===== config.mk =====
export PLATFORM = sky130hd
export DESIGN_NAME = raster_scan_tracker
export DESIGN_NICKNAME = d
export VERILOG_FILES = /design/src/rtl/raster_scan_tracker.sv
export SDC_FILE = /design/constraint.sdc
export NUM_CORES = 1
export LEC_CHECK = 0
export ABC_AREA = 1
export ABC_CLOCK_PERIOD_IN_PS = 2000
export CAP_MARGIN = 25
export CORE_ASPECT_RATIO = 0.7
export CORE_MARGIN = 3
export CORE_UTILIZATION = 51
export DETAILED_ROUTE_END_ITERATION = 12
export PLACE_DENSITY = 0.79
export SLEW_MARGIN = 20
export SYNTH_ARGS = -nofsm -noshare
export SYNTH_HDL_FRONTEND = slang
export SYNTH_SLANG_ARGS = --single-unit

===== constraint.sdc =====
create_clock -name clk_i -period 2 [get_ports clk_i]
set_input_delay 0.4 -clock clk_i [delete_from_list [all_inputs] [get_ports clk_i]]
set_output_delay 0.4 -clock clk_i [all_outputs]
set_load 0.01 [all_outputs]

===== src/rtl/raster_scan_tracker.sv =====
`default_nettype none
// ============================================================================
// Module   : raster_scan_tracker
// Purpose  : Pixel-stream stage that tags every accepted pixel with its raster
//            column/row and frame-boundary flags, and forwards it through a
//            single registered output slot (valid/ready on both sides).
// Ports    : clk_i        - clock, rising edge
//            reset_i      - asynchronous reset, active low
//            restart_i    - synchronous resync (drop slot, zero position)
//            valid_i/ready_o/data_i           - upstream pixel handshake
//            valid_o/ready_i/data_o           - downstream slot handshake
//            col_o/row_o  - raster position of data_o
//            sof_o/eol_o/eof_o - start-of-frame / end-of-line / end-of-frame
//            frame_cnt_o  - completed frames, modulo 256
// Revision : 1.0 - initial release
// ============================================================================
module raster_scan_tracker #(
    parameter int width_p        = 8,
    parameter int frame_width_p  = 320,
    parameter int frame_height_p = 240,
    parameter int col_width_p    = $clog2(frame_width_p),
    parameter int row_width_p    = $clog2(frame_height_p)
) (
    input  logic                   clk_i,
    input  logic                   reset_i,
    input  logic                   restart_i,
    input  logic                   valid_i,
    output logic                   ready_o,
    input  logic [width_p-1:0]     data_i,
    output logic                   valid_o,
    input  logic                   ready_i,
    output logic [width_p-1:0]     data_o,
    output logic [col_width_p-1:0] col_o,
    output logic [row_width_p-1:0] row_o,
    output logic                   sof_o,
    output logic                   eol_o,
    output logic                   eof_o,
    output logic [7:0]             frame_cnt_o
);

    // Last legal position, sized to the counters so comparisons never depend
    // on 2**width.
    localparam logic [col_width_p-1:0] COL_LAST = col_width_p'(frame_width_p - 1);
    localparam logic [row_width_p-1:0] ROW_LAST = row_width_p'(frame_height_p - 1);
    localparam logic [col_width_p-1:0] COL_ONE  = col_width_p'(1);
    localparam logic [row_width_p-1:0] ROW_ONE  = row_width_p'(1);

    // Position counters (position of the next pixel to be accepted)
    logic [col_width_p-1:0] col_q, col_d;
    logic [row_width_p-1:0] row_q, row_d;
    logic [7:0]             frame_cnt_q, frame_cnt_d;

    // Output slot
    logic                   valid_q, valid_d;
    logic [width_p-1:0]     data_q, data_d;
    logic [col_width_p-1:0] scol_q, scol_d;
    logic [row_width_p-1:0] srow_q, srow_d;
    logic                   sof_q, sof_d;
    logic                   eol_q, eol_d;
    logic                   eof_q, eof_d;

    logic accept;
    logic at_eol;
    logic at_eof;

    // A full slot may be drained and refilled in the same cycle.
    assign ready_o = !restart_i && (!valid_q || ready_i);
    assign accept  = valid_i && ready_o;
    assign at_eol  = (col_q == COL_LAST);
    assign at_eof  = at_eol && (row_q == ROW_LAST);

    always_comb begin
        col_d       = col_q;
        row_d       = row_q;
        frame_cnt_d = frame_cnt_q;
        valid_d     = valid_q;
        data_d      = data_q;
        scol_d      = scol_q;
        srow_d      = srow_q;
        sof_d       = sof_q;
        eol_d       = eol_q;
        eof_d       = eof_q;

        if (restart_i) begin
            // Resync wins over any handshake; frame count is preserved.
            col_d   = '0;
            row_d   = '0;
            valid_d = 1'b0;
        end else if (accept) begin
            valid_d = 1'b1;
            data_d  = data_i;
            scol_d  = col_q;
            srow_d  = row_q;
            sof_d   = (col_q == '0) && (row_q == '0);
            eol_d   = at_eol;
            eof_d   = at_eof;

            if (at_eol) begin
                col_d = '0;
                if (row_q == ROW_LAST) begin
                    row_d       = '0;
                    frame_cnt_d = frame_cnt_q + 8'd1;
                end else begin
                    row_d = row_q + ROW_ONE;
                end
            end else begin
                col_d = col_q + COL_ONE;
            end
        end else if (valid_q && ready_i) begin
            valid_d = 1'b0;
        end
    end

    always_ff @(posedge clk_i or negedge reset_i) begin
        if (!reset_i) begin
            col_q       <= '0;
            row_q       <= '0;
            frame_cnt_q <= '0;
            valid_q     <= 1'b0;
            data_q      <= '0;
            scol_q      <= '0;
            srow_q      <= '0;
            sof_q       <= 1'b0;
            eol_q       <= 1'b0;
            eof_q       <= 1'b0;
        end else begin
            col_q       <= col_d;
            row_q       <= row_d;
            frame_cnt_q <= frame_cnt_d;
            valid_q     <= valid_d;
            data_q      <= data_d;
            scol_q      <= scol_d;
            srow_q      <= srow_d;
            sof_q       <= sof_d;
            eol_q       <= eol_d;
            eof_q       <= eof_d;
        end
    end

    assign valid_o     = valid_q;
    assign data_o      = data_q;
    assign col_o       = scol_q;
    assign row_o       = srow_q;
    assign sof_o       = sof_q;
    assign eol_o       = eol_q;
    assign eof_o       = eof_q;
    assign frame_cnt_o = frame_cnt_q;

endmodule
`default_nettype wire

Word-level counts from Yosys, hierarchy flattened
Cells that the tools add are included.

storage, ports and cells
  flip-flop bits (word level) = 54
  input bits = 13
  output and inout bits = 38
  word-level logic and storage cells = 42

operators by class
  add/sub/neg operators = 3
  equal/unequal tests = 2
  muxes and demuxes = 10
  bitwise operators = 1
  reductions and logical operators = 16

operator list
  cell                   number
  $mux W8                4
  $mux W9                3
  $add A8 B1 Y8 const B  2
  $add A9 B1 Y9 const B  1
  $eq A9 B9 Y1 const B   1
  $logic_not A9 Y1       1
  $eq A8 B8 Y1 const B   1
  $logic_not A8 Y1       1
  $logic_and A1 B1 Y1    5
  $reduce_and A2 Y1      2
  $reduce_and A4 Y1      1
  $reduce_bool A2 Y1     2
  $mux W1                3
  $reduce_bool A3 Y1     1
  $logic_not A1 Y1       2
  $logic_or A1 B1 Y1     1
  $not A1 Y1             1

Depth between registers and ports, before layout
  depth in word-level cells = 6
  depth in mapped cells = 9
  mapped depth without buffers = 8

Least setup slack after synthesis
OpenSTA, ideal clock, no wires.

  path type = register to register
  start point = register col_q[0]
  end point = register frame_cnt_q[5] (netlist: frame_cnt_o[5])
  library setup time = 0.117 ns
  data arrival time = 1.289 ns
  data required time = 1.883 ns
  path slack = 0.594 ns
  cell stages (with the launch flop) = 10
  buffers on the path = 1
  period minus slack after synthesis = 1.406 ns
  path through = dfrtp_1 > ha_1 > nand3_2 > nor2_4 > nand2_4 > nor2_8 > buf_6 > nand2_1 > nand2_1 > nand2_1

on the way
  word-level cells in the longest chain between the ends = 2

RTL lines
  element                             RTL line  RTL
  start: declaration                  49        logic [col_width_p-1:0] col_q, col_d;
  start signal: assignment            127       col_q <= col_d;
  $eq A9 B9 Y1                        69        assign at_eol = (col_q == COL_LAST);
  $reduce_and A4 Y1 (no source line)  -
  end signal: assignment              129       frame_cnt_q <= frame_cnt_d;
  end: declaration                    51        logic [7:0] frame_cnt_q, frame_cnt_d;

No other way between the ends.
A chain may end at the register's enable or synchronous reset.

Worst setup path after layout
  start point = input port ready_i
  end point = output port ready_o

on the way
  word-level cells in the longest chain between the ends = 2

RTL lines
  element              RTL line  RTL
  start: declaration   31        input logic ready_i,
  $logic_or A1 B1 Y1   67        assign ready_o = !restart_i && (!valid_q || ready_i);
  $logic_and A1 B1 Y1  67
  end: declaration     28        output logic ready_o,

No other way between the ends.

==> results_dict.tcl <==
set metrics [dict create \
    totalPowerFinal_mw 2.05 \
    cts_setup_buffers 0 \
    rsz0062_at_grt "false" \
    wire_per_inst_um 12.9 \
    die_area_sq_mm 0.00601 \
    synth.top_cells.by_area "dfrtp_1 52%, nand2_1 17%, inv_1 4.9%" \
    coreArea_sq_mm 0.00486 \
    routabilityCongestion 0.870 \
    wl_met1_um 2920 \
    report.final.hold_viol_count 0 \
    syn_area_sq_mm 0.00260 \
    routed-wl-met2_um 2530 \
    track_usage_pct 20.4 \
    min_period_over_period_pct 88.1 \
    start_kind "input port" \
    ant_nets 0 \
    htree_levels 2 \
    crit_start "ready_i" \
    setup_violations 0 \
    clk_pin_slew_ps 90 \
    maxCapViolCount 0 \
    wl_met3_um 285 \
    leakagePower_nw 1.63 \
    ys_ff_latch 54 \
    muxShareOfSynthArea_pct 0 \
    worstHoldPathType "in -> async" \
    synth_compound_area_share_pct 7.26 \
    final_cell_mix "120 x nand2_1, 54 x dfrtp_1, 48 x clkdlybuf4s50_1" \
    diodes 0 \
    grt_max_degree 45 \
    rr_startpoint "col_q[0]" \
    p_per_area_mw_per_mm2 617 \
    drc 0 \
    yosys.cell_types.count 26 \
    via_per_inst 5.08 \
    seq_area_sq_mm 0.00135 \
    synth-xor-area-share_pct 0.336 \
    synthCells 322 \
    crit_fanout 2 \
    synth.top_cell.area_share_pct 51.9 \
    start_util_pct 53.6 \
    synth_top_family_by_area "simple AND/OR/NAND/NOR gates" \
    ctsRootBufferMaster "clkbuf_8" \
    cts_sinks 54 \
    worstSetupPathType "in -> out" \
    layout_commonest_cell "nand2_1" \
    synthesis.nets 340 \
    synth-simple-area-share_pct 31.2 \
    max_freq_ghz 0.567 \
    clkLatencyLatePin_ps 310 \
    die_w_um 91.4 \
    synth_edf_count 0 \
    finalCoreUtilization_pct 68.2 \
    fp-row-count 21 \
    avgSynthCellArea_sq_um 8.09 \
    final_nets 397 \
    drive_above_1_share_pct 7.11 \
    multi_input_area_sq_mm 0.00107 \
    fp.dieH_um 65.8 \
    wl_um 5800 \
    peakVddDrop_mv 0.337 \
    cts_buffer_depth 2 \
    grt_pass1_vias 2146 \
    holdWs_ps 53.2 \
    ys_seq_area_share_pct 51.9 \
    grt_antenna_before_repair 0 \
    place_ws_ps -33.2 \
    slew_violations 0 \
    cts_resized 1 \
    ys_warn_count 0 \
    place_hpwl_um 4220 \
    dr.pass1.iters 6 \
    required_ps 1600 \
    syn2layout_area_growth_pct 27.4 \
    worst_slew_pin_slew_ps 517 \
    grt_pass1_wl_um 9810 \
    crit_arrival_ps 1360 \
    postCtsHoldBufs 0 \
    status "completed" \
    async_flop_share_pct 100 \
    fin_crit_ps 1760 \
    worst_slack_ps 237 \
    cts_tree "yes" \
    fin_skew_ps 9.63 \
    yosysTopAreaCell "dfrtp_1" \
    pin_count 51 \
    fin_setup_tns_ps 0 \
    grt-ovfl-total 0 \
    synth-main-ff-cell "dfrtp_1" \
    port_buffers 50 \
    fillers 405 \
    timing.slew.headroom_pct 65.6 \
    synth-adder-area-share_pct 2.40 \
    highest_layer "met4" \
    drtIter0Drc 164 \
    crit_path_end_kind "primary output" \
    route.vias.total 2279 \
    cts_buffers 5 \
]
## path summary, 6_finish.rpt
path / slack (ps) / cells past startpoint / end
worst max-delay path: 240 / 6 / ready_o
worst min-delay path: 50 / 1 / data_o[5]
worst max register to register: 260 / 8 / row_q[0]
worst min register to register: 490 / 2 / row_o[3]
max in group asynchronous: 1400 / 2 / eol_o
min in group clk_i: 490 / 2 / row_o[3]
## layout make-up
| class | instances | area share [%] |
|---|---|---|
| well taps | 69 | 2.60 |
| inverters | 36 | 4.07 |
| flip-flops and latches | 54 | 40.7 |
| multi-input cells | 225 | 32.4 |
| clock buffers | 6 | 2.49 |
| repair buffers | 57 | 17.2 |
| clock inverters | 2 | 0.490 |
## layer usage
layer | GRT usage (%) | vias to the layer above
met5 | 0 | -
met4 | 5.45 | 0
met3 | 3.75 | 9
met2 | 33.1 | 70
met1 | 28.6 | 1077
li1 | - | 1123
## state kept, by name (all words and copies together) (netlist names)
signal       cells
eof_o            1
frame_cnt_o      8
row_o            8
valid_o          1
data_o           8
col_q            9
row_q            8
sof_o            1
col_o            9
eol_o            1
## stage by stage
stage | std cells | cell area (sq um)
3_3_place_gp | 441 | 3220
6_report | 449 | 3320
2_1_floorplan | 322 | 2600
3_5_place_dp | 441 | 3220
5_1_grt | 449 | 3320
4_1_cts | 449 | 3320
## power breakdown
part / switching (mW) / internal (mW)
logic: 0.123 / 0.120
registers: 0.0225 / 1.13
clock network: 0.367 / 0.286
## cell usage after synthesis, drive strengths merged (3+ instances only)
master,number
buf,4
nand3,18
nor2,27
ha,5
nand2,122
clkbuf,3
a21oi,5
o21ai,29
nand4,7
dfrtp,54
inv,36
nand3b,7
## cell families after synthesis
family,after synthesis
compound gates,36
xor+xnor,1
fa+ha+maj,5
buf+inv,43
flops,54
simple gates,183
## worst max-delay path, cell delays in order
cell	delay [ps]
clkdlybuf4s50_1	470
inv_1	40
nand2_1	80
nand2_1	60
inv_1	50
dlygate4sd2_1	250
(Power assumes the default switching activity.)
